$ cat config.mk
export PLATFORM = sky130hd
export DESIGN_NAME = vga_scan_controller_flat
export DESIGN_NICKNAME = d
export VERILOG_FILES = /design/src/rtl/vga_scan_controller_if.sv /design/src/rtl/vga_scan_controller.sv /design/src/flat_wrapper.sv
export SDC_FILE = /design/constraint.sdc
export NUM_CORES = 1
export LEC_CHECK = 0
export BUFFER_PORTS_ARGS = -buffer_cell sky130_fd_sc_hd__buf_2
export CAP_MARGIN = 10
export CORE_MARGIN = 5
export CORE_UTILIZATION = 50
export CTS_CLUSTER_SIZE = 14
export DETAILED_ROUTE_END_ITERATION = 6
export GPL_TIMING_DRIVEN = 0
export PLACE_DENSITY = 0.74
export SYNTH_ARGS = -nofsm -noshare
export SYNTH_HDL_FRONTEND = slang
export SYNTH_SLANG_ARGS = --single-unit
$ cat constraint.sdc
create_clock -name iVGA_CLK -period 2.2 [get_ports iVGA_CLK]
set_clock_uncertainty 0.05 [all_clocks]
set_input_delay 0.22 -clock iVGA_CLK [delete_from_list [all_inputs] [get_ports iVGA_CLK]]
set_output_delay 0.22 -clock iVGA_CLK [all_outputs]
set_load 0.05 [all_outputs]
$ cat src/rtl/vga_scan_controller_if.sv
// Source-address and video-output bundle of the VGA scan engine.
// The engine drives the address side and the raster outputs; the render source returns pixel.
interface vga_scan_controller_if #(
  parameter int ADDR_W = 19
);
  logic [ADDR_W-1:0] address;
  logic [10:0]       x;
  logic [9:0]        y;
  logic              addr_valid;
  logic [23:0]       pixel;
  logic              hs;
  logic              vs;
  logic              blank_n;
  logic [7:0]        r_data;
  logic [7:0]        g_data;
  logic [7:0]        b_data;
  logic              frame_start;
  logic              line_start;

  modport master (
    output address, x, y, addr_valid,
    input  pixel,
    output hs, vs, blank_n, r_data, g_data, b_data, frame_start, line_start
  );

  modport slave (
    input  address, x, y, addr_valid,
    output pixel,
    input  hs, vs, blank_n, r_data, g_data, b_data, frame_start, line_start
  );
endinterface

$ cat src/rtl/vga_scan_controller.sv
// Parametrised VGA raster engine with programmable porches, sync polarity and 2^S pixel replication.
// Address/coordinates lead RGB, sync, blank and start pulses by exactly PIPE_LAT+1 clocks.
module vga_scan_controller #(
  parameter int H_ACTIVE    = 640,
  parameter int H_FP        = 16,
  parameter int H_SYNC      = 96,
  parameter int H_BP        = 48,
  parameter int V_ACTIVE    = 480,
  parameter int V_FP        = 10,
  parameter int V_SYNC      = 2,
  parameter int V_BP        = 33,
  parameter bit HS_POL      = 1'b0,
  parameter bit VS_POL      = 1'b0,
  parameter int SCALE_SHIFT = 0,
  parameter int PIPE_LAT    = 2,
  parameter int ADDR_W      = 19
) (
  input logic                   iVGA_CLK,
  input logic                   iRST_n,
  vga_scan_controller_if.master bus
);
  localparam int H_TOTAL = H_ACTIVE + H_FP + H_SYNC + H_BP;
  localparam int V_TOTAL = V_ACTIVE + V_FP + V_SYNC + V_BP;
  localparam int HW      = $clog2(H_TOTAL + 1);
  localparam int VW      = $clog2(V_TOTAL + 1);

  localparam logic [HW-1:0]     H_LAST    = HW'(H_TOTAL - 1);
  localparam logic [HW-1:0]     H_ACT     = HW'(H_ACTIVE);
  localparam logic [HW-1:0]     HS_BEG    = HW'(H_ACTIVE + H_FP);
  localparam logic [HW-1:0]     HS_END    = HW'(H_ACTIVE + H_FP + H_SYNC);
  localparam logic [VW-1:0]     V_LAST    = VW'(V_TOTAL - 1);
  localparam logic [VW-1:0]     V_ACT     = VW'(V_ACTIVE);
  localparam logic [VW-1:0]     VS_BEG    = VW'(V_ACTIVE + V_FP);
  localparam logic [VW-1:0]     VS_END    = VW'(V_ACTIVE + V_FP + V_SYNC);
  localparam logic [VW-1:0]     REP_MASK  = VW'((1 << SCALE_SHIFT) - 1);
  localparam logic [ADDR_W-1:0] LINE_STEP = ADDR_W'(H_ACTIVE >> SCALE_SHIFT);

  // Raw-asserted encoding: all-zero is the blank/deasserted state, so reset clears to it.
  typedef struct packed {
    logic hs;
    logic vs;
    logic act;
    logic fs;
    logic ls;
  } stage_t;

  logic [HW-1:0]     h;
  logic [VW-1:0]     v;
  logic [ADDR_W-1:0] line_base;
  logic              active;
  stage_t            s0_nxt;
  stage_t            s0;
  stage_t            pipe [PIPE_LAT];
  stage_t            tail;

  always_comb begin
    active    = (h < H_ACT) && (v < V_ACT);
    s0_nxt.hs = (h >= HS_BEG) && (h < HS_END);
    s0_nxt.vs = (v >= VS_BEG) && (v < VS_END);
    s0_nxt.act = active;
    s0_nxt.fs = (h == '0) && (v == '0);
    s0_nxt.ls = (h == '0) && (v < V_ACT);
  end

  // line_base replaces the y*width multiply: it steps once per 2^S active lines.
  always_ff @(posedge iVGA_CLK or negedge iRST_n) begin
    if (!iRST_n) begin
      h         <= '0;
      v         <= '0;
      line_base <= '0;
    end else if (h == H_LAST) begin
      h <= '0;
      if (v == V_LAST) begin
        v         <= '0;
        line_base <= '0;
      end else begin
        v <= v + VW'(1);
        if ((v < V_ACT) && ((v & REP_MASK) == REP_MASK))
          line_base <= line_base + LINE_STEP;
      end
    end else begin
      h <= h + HW'(1);
    end
  end

  always_ff @(posedge iVGA_CLK or negedge iRST_n) begin
    if (!iRST_n) begin
      bus.address    <= '0;
      bus.x          <= '0;
      bus.y          <= '0;
      bus.addr_valid <= 1'b0;
      s0             <= '0;
    end else begin
      s0             <= s0_nxt;
      bus.addr_valid <= active;
      if (active) begin
        bus.address <= line_base + ADDR_W'(h >> SCALE_SHIFT);
        bus.x       <= 11'(h >> SCALE_SHIFT);
        bus.y       <= 10'(v >> SCALE_SHIFT);
      end
    end
  end

  always_ff @(posedge iVGA_CLK or negedge iRST_n) begin
    if (!iRST_n) begin
      for (int i = 0; i < PIPE_LAT; i++) pipe[i] <= '0;
    end else begin
      pipe[0] <= s0;
      for (int i = 1; i < PIPE_LAT; i++) pipe[i] <= pipe[i-1];
    end
  end

  assign tail = pipe[PIPE_LAT-1];

  // Start pulses ride the delay pipe so they mark the pixel actually on screen.
  always_ff @(posedge iVGA_CLK or negedge iRST_n) begin
    if (!iRST_n) begin
      bus.hs          <= ~HS_POL;
      bus.vs          <= ~VS_POL;
      bus.blank_n     <= 1'b0;
      bus.r_data      <= '0;
      bus.g_data      <= '0;
      bus.b_data      <= '0;
      bus.frame_start <= 1'b0;
      bus.line_start  <= 1'b0;
    end else begin
      bus.hs          <= tail.hs ? HS_POL : ~HS_POL;
      bus.vs          <= tail.vs ? VS_POL : ~VS_POL;
      bus.blank_n     <= tail.act;
      {bus.r_data, bus.g_data, bus.b_data} <= tail.act ? bus.pixel : 24'h0;
      bus.frame_start <= tail.fs;
      bus.line_start  <= tail.ls;
    end
  end
endmodule

$ cat src/flat_wrapper.sv
// flat-port wrapper written by rule: the top's interface ports become plain ports
module vga_scan_controller_flat 
#(
  parameter int H_ACTIVE    = 640,
  parameter int H_FP        = 16,
  parameter int H_SYNC      = 96,
  parameter int H_BP        = 48,
  parameter int V_ACTIVE    = 480,
  parameter int V_FP        = 10,
  parameter int V_SYNC      = 2,
  parameter int V_BP        = 33,
  parameter bit HS_POL      = 1'b0,
  parameter bit VS_POL      = 1'b0,
  parameter int SCALE_SHIFT = 0,
  parameter int PIPE_LAT    = 2,
  parameter int ADDR_W      = 19
)
  (iVGA_CLK, iRST_n, bus_address, bus_x, bus_y, bus_addr_valid, bus_pixel, bus_hs, bus_vs, bus_blank_n, bus_r_data, bus_g_data, bus_b_data, bus_frame_start, bus_line_start);
  vga_scan_controller_if #(.ADDR_W(ADDR_W)) bus_i ();
  input logic iVGA_CLK;
  input logic iRST_n;
  output wire logic [$bits(bus_i.address)-1:0] bus_address;
  output wire logic [$bits(bus_i.x)-1:0] bus_x;
  output wire logic [$bits(bus_i.y)-1:0] bus_y;
  output wire logic [$bits(bus_i.addr_valid)-1:0] bus_addr_valid;
  input wire logic [$bits(bus_i.pixel)-1:0] bus_pixel;
  output wire logic [$bits(bus_i.hs)-1:0] bus_hs;
  output wire logic [$bits(bus_i.vs)-1:0] bus_vs;
  output wire logic [$bits(bus_i.blank_n)-1:0] bus_blank_n;
  output wire logic [$bits(bus_i.r_data)-1:0] bus_r_data;
  output wire logic [$bits(bus_i.g_data)-1:0] bus_g_data;
  output wire logic [$bits(bus_i.b_data)-1:0] bus_b_data;
  output wire logic [$bits(bus_i.frame_start)-1:0] bus_frame_start;
  output wire logic [$bits(bus_i.line_start)-1:0] bus_line_start;
  assign bus_address = bus_i.address;
  assign bus_x = bus_i.x;
  assign bus_y = bus_i.y;
  assign bus_addr_valid = bus_i.addr_valid;
  assign bus_i.pixel = bus_pixel;
  assign bus_hs = bus_i.hs;
  assign bus_vs = bus_i.vs;
  assign bus_blank_n = bus_i.blank_n;
  assign bus_r_data = bus_i.r_data;
  assign bus_g_data = bus_i.g_data;
  assign bus_b_data = bus_i.b_data;
  assign bus_frame_start = bus_i.frame_start;
  assign bus_line_start = bus_i.line_start;
  vga_scan_controller #(.H_ACTIVE(H_ACTIVE), .H_FP(H_FP), .H_SYNC(H_SYNC), .H_BP(H_BP), .V_ACTIVE(V_ACTIVE), .V_FP(V_FP), .V_SYNC(V_SYNC), .V_BP(V_BP), .HS_POL(HS_POL), .VS_POL(VS_POL), .SCALE_SHIFT(SCALE_SHIFT), .PIPE_LAT(PIPE_LAT), .ADDR_W(ADDR_W)) u_core (.iVGA_CLK(iVGA_CLK), .iRST_n(iRST_n), .bus(bus_i));
endmodule
Word level (Yosys, flattened, before mapping). Index checks and enable logic that the tools add are counted.

Reductions and logical operators: 9. Equal/unequal tests: 2. $add $sub $neg: 4. Muxes and demuxes: 7. Order comparisons: 6.

Operator list (number): $mux 19 (2); $mux 24 (1); $add 10x1->10 const B (2); $eq 10x10->1 const B (2); $logic_not 10->1 (2); $lt 10x10->1 const B (2); $lt 10x9->1 const B (2); $mux 10 (2); $add 19x10->19 (1); $add 19x10->19 const B (1); $ge 10x10->1 const B (1); $ge 10x9->1 const B (1); $logic_and 1x1->1 (5); $mux 1 (2); $reduce_and 2->1 (1); $reduce_bool 2->1 (1).

Output and inout bits: 70. Input bits: 26. Flip-flop bits (word level): 122. Word-level logic and storage cells: 57.

Longest topological paths before layout.
Depth after elaboration: 3. Gate-level depth with buffers: 7. Mapped depth without buffers: 5.

Least setup slack after synthesis. OpenSTA, ideal clock, no wires.

Path type: reg2reg. From: register u_core.h[7]. To: register u_core.bus.address[18]. Library setup time: 0.082 ns. Arrival: 1.768 ns. Period minus slack after synthesis: 1.900 ns. Path buffers: 1. Setup slack: 0.300 ns. Cell stages (with the launch flop): 7. Data required time: 2.068 ns. Cell sequence: dfrtp_1 > ha_1 > a211oi_1 > or2_2 > buf_2 > or3_1 > a31oi_1.

Cells in the longest elaborated chain, start to end: 2. Elaborated cells between the ends (all ways): 3. Those cells by class: add/sub: 1; order compare: 1; reduce/logical: 1.

Ends and longest elaborated chain: from (decl) (line vga_scan_controller.sv:47) `logic [HW-1:0] h;`; from (signal assigned) (line vga_scan_controller.sv:82) `h <= h + HW'(1);`; parallel branches: the longest is 2 deep, another holds $add 19x10->19; to (signal assigned) (line vga_scan_controller.sv:97) `bus.address <= line_base + ADDR_W'(h >> SCALE_SHIFT);`; to (decl) (line vga_scan_controller_if.sv:21) `output address, x, y, addr_valid,`.

Parallel ways; which one is timed is not known. A chain may end at the register's enable or synchronous reset.

Worst setup path in the final report.
From: register u_core.line_base[8]. To: register u_core.bus.address[18].

Cells in the longest elaborated chain, start to end: 1.

Ends and longest elaborated chain: from (decl) (line vga_scan_controller.sv:49) `logic [ADDR_W-1:0] line_base;`; from (signal assigned) (line vga_scan_controller.sv:79) `line_base <= line_base + LINE_STEP;`; $add 19x10->19 (line vga_scan_controller.sv:97).

No other way between the ends.

==> summary.txt <==
Outcome
  – Outcome: finished, final reports clean

Die
  – Row cnt: 35
  – Core area: 0.00920 mm2
  – Ports: 96
  – DIE WIDTH: 107 um
  – Initial Util: 0.508
  – Die footprint: 0.0114 mm2
  – Die height: 107 um

Final layout
  – Area growth syn-to-layout: 32.8%
  – Layout Nets: 603
  – Layout cells sized above 1: 0.275
  – Core Util, Final: 0.675
  – # diodes: 0
  – Post-route insts no fill: 693
  – Filler cells: 665
  – Commonest non-fill, non-tap cell in the layout: dfrtp_1
  – Post-route cell area: 0.00621 mm2
  – Commonest non-fill, non-tap cells in the layout: dfrtp_1, buf_2, nand2_1

Timing
  – Post-route minimum period: 2.08 ns
  – RSZ-0062 raised after global routing: false
  – Setup TNS Final: 0 ns
  – Fin. max-slew vios: 0
  – Fmax: 481 MHz
  – Slew @ Worst Pin: 0.677 ns
  – Max-slew headroom: 0.549
  – Crit share post-route: 0.945
  – Final Hold Vio Count: 0
  – Final setup fails: 0

Worst setup path
  – CP Buf/Inv Count: 1
  – Largest delay contributor family on the critical path: simple AND/OR/NAND/NOR gates
  – Critical path type: register to register
  – CP arrival: 2.46 ns
  – Crit-path cells: ha_1 -> a211oi_2 -> or2_2 -> buf_2 -> or3_1 -> a31oi_1
  – Crit Reg-Reg Startpoint: u_core.line_base[8]$_DFFE_PN0P_
  – Worst Path Required: 2.58 ns
  – CP max-delay cell: dfrtp_1
  – Worst R2R Path Depth: 6
  – Reg2reg end: u_core.bus.address[18]$_DFFE_PN0P_
  – Flop-to-flop setup slack: 0.12 ns
  – WP depth: 6
  – Max incr delay on CP: 0.42 ns
  – Startpoint type of the worst setup path: register
  – Worst setup EP type: register
  – Crit-path max FO: 7

Pwr
  – Power per cell area: 836 mW/mm2
  – Leak: 3.02 nW
  – Worst VDD drop: 442 uV

Logic synthesis
  – Number of synthesized register bits: 113
  – Fraction of registers with async set/reset: 1.00
  – Synth unique cells: 46
  – Mean Syn Cell Area: 10.9 um2
  – Mapped Nets: 463
  – Ys Warns: 0
  – Number of flops mapped to enable cells by yosys: 0
  – Mapped Cells: 429
  – Synth Flop Type: dfrtp_1
  – Mapped cell area: 0.00467 mm2
  – Sequential area share after synthesis: 0.605

Global route
  – Antenna violations before repair: 0
  – Largest net degree at the start of global routing: 76
  – Overall Global Routing Usage: 0.209
  – Vias in the first global route: 3814
  – Total gr overflow: 0
  – Global-route wire length before repair: 18.6 mm

Placement
  – PortBufs: 94
  – GPL Wtd Cong: 0.820
  – Area after DPL: 0.00531 mm2
  – Cells after DPL: 635
  – DPL Wire Length: 7.31 mm

Routing
  – Met2 WL: 5.34 mm
  – DRT iter0 DRCs: 236
  – DR top layer: met4
  – Met3 WL: 748 um
  – DR pass1 iterations: 5
  – Routed vias: 3723
  – Met1 wire length: 4.63 mm
  – Wirelength per Cell: 15.8 um
  – Detailed-route wire length: 11.0 mm
  – Via density: 5.37
  – ANT nets after route: 0
  – Drt drc: 0

CTS
  – TritonCTS clock tree: built
  – H-tree depth: 4
  – Root buffer cell: clkbuf_8
  – Clk Latency, worst-skew pair: 0.52 ns
  – TritonCTS Buffers: 17
  – Clock sinks: 113
  – Clock buffer depth: 2
  – Worst-path clk slew: 0.06 ns

Hold path
  – Hold Path Class: input port to async pin

Run
  – Max cap viols: 0
## Yosys cell counts (all sizes together) (2+ instances only)
master  count  area share
a21oi      15       0.017
a31oi       3      0.0040
and2       27       0.036
and3        6      0.0080
and4        2      0.0037
buf        15       0.022
clkbuf     12      0.0096
dfrtp     111        0.59
dfstp       2       0.011
ha          8       0.021
inv        10      0.0080
nand2      70       0.056
nand3      11       0.012
nand4      12       0.017
nor2       23       0.018
nor3        9       0.013
nor4       10       0.017
o21ai      23       0.025
o31ai       8       0.013
or2         2      0.0027
or3         6      0.0091
or4         8       0.014
xnor2      17       0.032
xor2        6       0.011
## registers in the layout (all words and copies together), names as in the netlist, 4 cells and up
register	flops
u_core.bus.g_data	8
u_core.pipe	10
u_core.bus.x	8
u_core.s0	4
u_core.h	10
u_core.bus.address	19
u_core.v	10
u_core.line_base	12
u_core.bus.b_data	8
u_core.bus.y	10
u_core.bus.r_data	8
## cell type report
type	instances	area, um2	share of cell area
sequential	113	2830	0.456
multi-input combinational	278	1660	0.268
clock inverter	14	208	0.0334
tap	111	139	0.0224
clock buffer	18	418	0.0673
buffer	27	150	0.0242
inverter	11	41.3	0.00665
timing repair buffer	121	758	0.122
## routing by layer
metal | GRT usage | vias up
met5 | 0 | -
met4 | 0.0941 | 0
met3 | 0.0530 | 26
met2 | 0.347 | 168
met1 | 0.257 | 1786
li1 | - | 1743
## what timing repair did
item / in CTS / in global routing
setup buffers: 0 / 1
gates resized for setup: 2 / 7
pin swaps: 0 / 1
hold buffers: 25 / 0
hold endpoints to repair: 62 / 0
setup endpoints to repair: 13 / 21
## worst max-delay path by stage
stage | startpoint | endpoint | slack, ns
3_3_place_gp | iRST_n | u_core.bus.frame_start$_DFF_PN0_ | -0.36
3_5_place_dp | u_core.line_base[8]$_DFFE_PN0P_ | u_core.bus.address[18]$_DFFE_PN0P_ | -0.004
4_1_cts | u_core.v[5]$_DFFE_PN0P_ | u_core.line_base[7]$_DFFE_PN0P_ | 0.05
6_report | u_core.line_base[8]$_DFFE_PN0P_ | u_core.bus.address[18]$_DFFE_PN0P_ | 0.12
2_1_floorplan | u_core.h[7]$_DFF_PN0_ | u_core.bus.address[18]$_DFFE_PN0P_ | 0.30
5_1_grt | u_core.v[8]$_DFFE_PN0P_ | u_core.bus.y[8]$_DFFE_PN0P_ | 0.03
## power by group
part | total [mW] | leakage [nW] | switching (mW) | internal, mW
Combinational | 0.227 | 1.26 | 0.150 | 0.0775
Sequential | 2.11 | 1.46 | 0.00536 | 2.10
Clock | 2.85 | 0.298 | 0.994 | 1.86
## kinds of logic after synthesis
family	share of synthesized area
simple gates	0.214
fa+ha+maj	0.0214
flops	0.605
buf+inv	0.0401
mux	0.00214
other cells	0.000802
xor+xnor	0.0431
compound gates	0.0728
## metrics by stage
step / hold WS, ns / total power [mW] / setup slack [ns]
final: 0.177 / 5.19 / 0.121
after global placement: 0.282 / 2.33 / -0.355
after detailed placement: 0.189 / 2.34 / -0.00364
after global routing: 0.241 / 5.35 / 0.0292
after floorplan: -0.126 / 2.25 / 0.300
after CTS: 0.176 / 5.23 / 0.0507
Power figures use the tool's default switching activity.
